===== config.mk =====
export PLATFORM = sky130hd
export DESIGN_NAME = dct_zigzag_serializer
export DESIGN_NICKNAME = d
export VERILOG_FILES = /design/src/rtl/dct_zigzag_serializer.sv
export SDC_FILE = /design/constraint.sdc
export NUM_CORES = 1
export LEC_CHECK = 0
export ABC_AREA = 1
export CAP_MARGIN = 10
export CORE_AREA = 2 2 620 622
export DETAILED_ROUTE_END_ITERATION = 8
export DIE_AREA = 0 0 622 624
export PLACE_DENSITY = 0.31
export SLEW_MARGIN = 20
export SYNTH_ARGS = -nofsm -noshare
export SYNTH_HDL_FRONTEND = slang
export SYNTH_SLANG_ARGS = --single-unit
export TNS_END_PERCENT = 1

===== constraint.sdc =====
create_clock -name clk -period 41.4 [get_ports clk]
set_input_delay 6.21 -clock clk [delete_from_list [all_inputs] [get_ports clk]]
set_output_delay 6.21 -clock clk [all_outputs]
set_load 0.005 [all_outputs]

===== src/rtl/dct_zigzag_serializer.sv =====
// Captures one 8x8 DCT coefficient block (64 parallel words) and streams it out one word per cycle
// in zig-zag or raster order over valid/ready. Define DCT_ZZ_DOUBLEBUF_EN for ping-pong block buffers.
module dct_zigzag_serializer #(
    parameter int DATA_W = 24,
    parameter int ZIGZAG = 1
) (
    input  logic              clk,
    input  logic              reset,
    input  logic              blk_valid,
    input  logic [DATA_W-1:0] c0,  c1,  c2,  c3,  c4,  c5,  c6,  c7,
    input  logic [DATA_W-1:0] c8,  c9,  c10, c11, c12, c13, c14, c15,
    input  logic [DATA_W-1:0] c16, c17, c18, c19, c20, c21, c22, c23,
    input  logic [DATA_W-1:0] c24, c25, c26, c27, c28, c29, c30, c31,
    input  logic [DATA_W-1:0] c32, c33, c34, c35, c36, c37, c38, c39,
    input  logic [DATA_W-1:0] c40, c41, c42, c43, c44, c45, c46, c47,
    input  logic [DATA_W-1:0] c48, c49, c50, c51, c52, c53, c54, c55,
    input  logic [DATA_W-1:0] c56, c57, c58, c59, c60, c61, c62, c63,
    output logic              blk_ready,
    output logic [DATA_W-1:0] coef_out,
    output logic [5:0]        coef_idx,
    output logic              coef_valid,
    output logic              coef_last,
    input  logic              out_ready,
    output logic              overflow
);

    typedef enum logic {
        IDLE   = 1'b0,
        STREAM = 1'b1
    } state_t;

    localparam logic [5:0] ZZ_SCAN [64] = '{
        6'd0,  6'd1,  6'd8,  6'd16, 6'd9,  6'd2,  6'd3,  6'd10,
        6'd17, 6'd24, 6'd32, 6'd25, 6'd18, 6'd11, 6'd4,  6'd5,
        6'd12, 6'd19, 6'd26, 6'd33, 6'd40, 6'd48, 6'd41, 6'd34,
        6'd27, 6'd20, 6'd13, 6'd6,  6'd7,  6'd14, 6'd21, 6'd28,
        6'd35, 6'd42, 6'd49, 6'd56, 6'd57, 6'd50, 6'd43, 6'd36,
        6'd29, 6'd22, 6'd15, 6'd23, 6'd30, 6'd37, 6'd44, 6'd51,
        6'd58, 6'd59, 6'd52, 6'd45, 6'd38, 6'd31, 6'd39, 6'd46,
        6'd53, 6'd60, 6'd61, 6'd54, 6'd47, 6'd55, 6'd62, 6'd63
    };

    // Element k of the packed block is c<k>, i.e. raster index 8*row+col.
    logic [63:0][DATA_W-1:0] blk_in;
    assign blk_in = {
        c63, c62, c61, c60, c59, c58, c57, c56,
        c55, c54, c53, c52, c51, c50, c49, c48,
        c47, c46, c45, c44, c43, c42, c41, c40,
        c39, c38, c37, c36, c35, c34, c33, c32,
        c31, c30, c29, c28, c27, c26, c25, c24,
        c23, c22, c21, c20, c19, c18, c17, c16,
        c15, c14, c13, c12, c11, c10, c9,  c8,
        c7,  c6,  c5,  c4,  c3,  c2,  c1,  c0
    };

    state_t            state;
    state_t            state_next;
    logic [5:0]        step;
    logic [5:0]        scan;
    logic              capture;
    logic              xfer;
    logic              blk_done;
    logic              more_next;
    logic              ready_next;
    logic [DATA_W-1:0] rd_word;

    assign capture    = blk_valid & blk_ready;
    assign coef_valid = (state == STREAM);
    assign xfer       = coef_valid & out_ready;
    assign blk_done   = xfer & (step == 6'd63);
    assign scan       = (ZIGZAG != 0) ? ZZ_SCAN[step] : step;

    // Outputs follow the registered step, so a stall simply holds them.
    assign coef_idx  = coef_valid ? scan : 6'd0;
    assign coef_out  = coef_valid ? rd_word : '0;
    assign coef_last = coef_valid & (step == 6'd63);

`ifdef DCT_ZZ_DOUBLEBUF_EN
    logic [63:0][DATA_W-1:0] buf_mem [2];
    logic [1:0]              full;
    logic [1:0]              full_next;
    logic                    wr_sel;
    logic                    rd_sel;

    // NOTE: block buffers carry no reset; their contents are don't-care until a capture,
    // and keeping them out of the reset tree lets them map to plain storage.
    always_ff @(posedge clk) begin
        if (capture) begin
            buf_mem[wr_sel] <= blk_in;
        end
    end

    // Capture always targets the free buffer, so it never collides with the one being released.
    always_comb begin
        full_next = full;
        if (blk_done) begin
            full_next[rd_sel] = 1'b0;
        end
        if (capture) begin
            full_next[wr_sel] = 1'b1;
        end
    end

    always_ff @(posedge clk or negedge reset) begin
        if (!reset) begin
            full   <= 2'b00;
            wr_sel <= 1'b0;
            rd_sel <= 1'b0;
        end else begin
            full <= full_next;
            if (capture) begin
                wr_sel <= ~wr_sel;
            end
            if (blk_done) begin
                rd_sel <= ~rd_sel;
            end
        end
    end

    assign more_next  = |full_next;
    assign ready_next = ~&full_next;
    assign rd_word    = buf_mem[rd_sel][scan];
`else
    logic [63:0][DATA_W-1:0] buf_mem;

    // NOTE: block buffers carry no reset; their contents are don't-care until a capture,
    // and keeping them out of the reset tree lets them map to plain storage.
    always_ff @(posedge clk) begin
        if (capture) begin
            buf_mem <= blk_in;
        end
    end

    assign more_next  = (state == IDLE) ? capture : ~blk_done;
    assign ready_next = ~more_next;
    assign rd_word    = buf_mem[scan];
`endif

    // NOTE: state_next is defaulted before the case so every path assigns it and no latch is inferred.
    always_comb begin
        state_next = state;
        case (state)
            IDLE: begin
                if (capture) begin
                    state_next = STREAM;
                end
            end
            STREAM: begin
                if (blk_done && !more_next) begin
                    state_next = IDLE;
                end
            end
        endcase
    end

    // NOTE: registers use non-blocking assignments so every flop samples pre-edge values together.
    always_ff @(posedge clk or negedge reset) begin
        if (!reset) begin
            state     <= IDLE;
            step      <= 6'd0;
            blk_ready <= 1'b0;
            overflow  <= 1'b0;
        end else begin
            state     <= state_next;
            blk_ready <= ready_next;
            if (state == IDLE) begin
                step <= 6'd0;
            end else if (xfer) begin
                // Wraps 63 -> 0 on the last transfer, ready for a queued block.
                step <= step + 6'd1;
            end
            if (blk_valid && !blk_ready) begin
                overflow <= 1'b1;
            end
        end
    end

endmodule


==> Implementation_results.wiki <==
{| class="wikitable"
! Metric !! Value
|-
| Antenna violations before repair || 294
|-
| DRT Pass-1 Iters || 8
|-
| Number of global-route vias before repair || around 50,000
|-
| Number of vias after detailed routing || about 50,000
|-
| Endpoints failing hold || 0
|-
| GRT Total Usage || 0.190
|-
| CTS Root Cell || sky130_fd_sc_hd__clkbuf_16
|-
| Post-place setup slack || 26.20 ns
|-
| CTS tree || done
|-
| DRT iter0 DRCs || ~4,100
|-
| Share of synthesized area occupied by flip-flops and latches || 0.735
|-
| Initial standard-cell utilization of the core || 0.165
|-
| Wire per inst || ~32 um
|-
| Required time reported for the critical path endpoint || approximately 35 ns
|-
| Final layout net count || approximately 8,000
|-
| Overall power of the completed layout || about 6.5 mW
|-
| Post-synthesis instance area || around 63,000 sq um
|-
| CTS clk-pin slew, worst paths || roughly 0.060 ns
|-
| DRC violation count after routing || 0
|-
| Number of hold buffers added after cts || 0
|-
| Post-Syn Instances || approximately 5,200
|-
| Post-Route Setup TNS || 0 ns
|-
| Post-synthesis net count || roughly 6,700
|-
| Hold Path Cell Cnt || 1
|-
| Half-perimeter wire length after placement || about 290,000 um
|-
| Total congestion overflow || 0
|-
| Maximum number of pins on one net before global-route repair || between 150 and 200
|-
| Number of antenna-violating nets in the routed design || 0
|-
| Area added between synthesis and finish || 43.5%
|-
| Max-capacitance violation count || 0
|-
| Port Buffer Count || 1,573
|-
| Top-level port count || 1,574
|-
| Maximum level of the CTS H-tree || 4
|-
| Setup slack on the worst flop-to-flop path || around 35 ns
|-
| Share of the synthesized area in the top cell type || 0.732
|-
| Class of the most critical setup path || reg2out
|-
| Post-synthesis register bit count || ~1,500
|-
| Fraction of the cycle the final worst path needs || 0.384
|-
| Critical path data arrival time || approximately 9.7 ns
|-
| Final count of pins violating max slew || 0
|-
| Fill cells || around 41,000
|-
| Average cell area after synthesis || roughly 12 sq um
|-
| Top cells by count, synth || sky130_fd_sc_hd__nand3_1, sky130_fd_sc_hd__edfxtp_1, sky130_fd_sc_hd__nand2_1
|-
| Class of the most critical hold timing path || reg2reg
|-
| Cell types occupying the most area after synthesis || sky130_fd_sc_hd__edfxtp_1, sky130_fd_sc_hd__nand3_1, sky130_fd_sc_hd__nand2_1
|-
| Tmin final || between 15 and 20 ns
|-
| Global-route wire length before repair || 494,000 um
|-
| Worst-skew pair later-pin latency || between 0.8 and 0.9 ns
|-
| Area of the core || 381,000 sq um
|-
| Count of unique library cells instantiated by Yosys || 35
|-
| Final WS setup || 25.50 ns
|-
| Maximum vdd ir drop || around 0.054 mV
|-
| Die W || just over 600 um
|-
| Post-layout util || 0.237
|-
| Maximum fanout count along the critical path || between 100 and 150
|-
| Area leader, netlist || sky130_fd_sc_hd__edfxtp_1
|-
| Kind of end point of the critical path || primary output
|-
| Maximum buffer depth of the clock tree || 4
|-
| Most numerous cell in the Yosys netlist || sky130_fd_sc_hd__nand3_1
|-
| R2R depth || 7
|-
| Clock Skews || 0.0379 ns
|-
| Routed WL || 382,000 um
|-
| Transition time at the pin with the least slew margin || between 1 and 1.5 ns
|-
| Area of the die || between 300,000 and 400,000 sq um
|-
| Worst slew margin || 0.224
|-
| Peak Freq || around 0.063 GHz
|-
| Share of final-layout standard cells stronger than drive strength 1 || 0.0549
|-
| Die height || 624 um
|-
| TritonCTS buffer count || between 200 and 250
|-
| Resized Gates After CTS || 0
|-
| Hold WS || between 0.4 and 0.5 ns
|-
| Final setup vio count || 0
|-
| Ys Warns || 0
|-
| Outcome || completed
|-
| EDFF count, synth || approximately 1,500
|-
| Placer Congestion || 0.851
|-
| Via density per instance || just over 4
|-
| Post-CTS Setup Inserts || 0
|-
| Leakage power of the design || ~31 nW
|-
| Total power density per cell area || a little over 70 nW/um^2
|-
| Startpoint Class || register
|-
| Most used DFF post-synth || sky130_fd_sc_hd__edfxtp_1
|-
| FFs w/ async S/R, synth || 0.00583
|-
| Clock sink total || approximately 1,500
|-
| RSZ-0062 raised after global routing || false
|-
| Rows || between 200 and 250
|}
-- routing by layer --
layer	wire length (um)	track usage	vias up
met3	23100	0.0415	744
met4	10500	0.0484	76
met5	481	0	-
li1	-	-	21800
met1	156000	0.233	24800
met2	191000	0.335	2128
-- logic make-up after synthesis --
| family | after synthesis | synth area share |
|---|---|---|
| compound gates | 34 | 0.00321 |
| fa+ha+maj | 15 | 0.00298 |
| buf+inv | 391 | 0.0345 |
| flops | 1545 | 0.735 |
| simple gates | 3206 | 0.224 |
-- worst max-delay path, stage by stage, from the launching register on --
cell                              delay, ns
sky130_fd_sc_hd__dfrtp_1               0.56
sky130_fd_sc_hd__inv_2                 0.19
sky130_fd_sc_hd__ha_1                  0.36
sky130_fd_sc_hd__inv_1                 0.11
sky130_fd_sc_hd__nand2_1               0.12
sky130_fd_sc_hd__nand3_1               0.09
sky130_fd_sc_hd__nand2_1               0.07
sky130_fd_sc_hd__nand2_1               0.12
sky130_fd_sc_hd__nand3_4               0.50
sky130_fd_sc_hd__nand2_8               0.92
sky130_fd_sc_hd__buf_4                 0.66
sky130_fd_sc_hd__buf_4                 0.55
sky130_fd_sc_hd__buf_4                 0.72
sky130_fd_sc_hd__buf_4                 0.71
sky130_fd_sc_hd__buf_4                 0.77
sky130_fd_sc_hd__nand2_1               0.10
sky130_fd_sc_hd__nand3_1               0.13
sky130_fd_sc_hd__nand3_1               0.09
sky130_fd_sc_hd__nand3_1               0.34
sky130_fd_sc_hd__nand3_1               0.36
sky130_fd_sc_hd__nand2_1               0.16
sky130_fd_sc_hd__nand2_1               0.06
sky130_fd_sc_hd__nand2_1               0.19
sky130_fd_sc_hd__clkdlybuf4s50_1       0.58
-- area by class of cell --
cell class / instances / area, sq um / share of cell area
clock buffers: 262 / 5470 / 0.0605
well taps: 5038 / 6300 / 0.0697
flip-flops and latches: 1545 / 46300 / 0.512
repair buffers: 1654 / 16500 / 0.182
clock inverters: 109 / 920 / 0.0102
inverters: 29 / 131 / 0.00145
multi-input cells: 3255 / 14600 / 0.162
diodes: 75 / 188 / 0.00207
-- cell usage in the layout (no fill, tap or decap), drive strengths merged, types with 13 or more instances in the layout --
| cell type | Yosys | layout |
|---|---|---|
| inv | 28 | 33 |
| clkinv | 1 | 89 |
| diode | 0 | 75 |
| clkbuf | 83 | 262 |
| nor2 | 17 | 17 |
| clkdlybuf4s50 | 0 | 1573 |
| ha | 15 | 15 |
| nand2 | 1519 | 1519 |
| bufinv | 0 | 15 |
| nand3 | 1667 | 1667 |
| edfxtp | 1536 | 1536 |
| buf | 279 | 81 |
| o21ai | 13 | 13 |
-- power by group --
part           internal (mW)  switching [mW]
clock network           1.02           0.742
logic                  0.715            2.17
registers               1.79          0.0214
total                   3.52            2.93
-- sequential cells by signal, summed over array words and instances (netlist names) --
name        count
step            6
buf_mem      1536
coef_valid      1
overflow        1
blk_ready       1
-- path summary, 6_finish.rpt --
check | startpoint | to
worst max-delay path | step[0] | coef_out[17]
worst min-delay path | overflow | overflow
worst max register to register | blk_ready | buf_mem[733]
worst min register to register | overflow | overflow
max in group asynchronous | reset | step[1]
min in group asynchronous | reset | overflow
-- through the flow --
stage | instance area [sq um] | cells
floorplan | 63100 | 5191
global placement | 83900 | 11500
detailed placement | 83900 | 11500
CTS | 90300 | 11900
global route | 90400 | 11900
finish | 90500 | 12000
(Power assumes the default switching activity.)
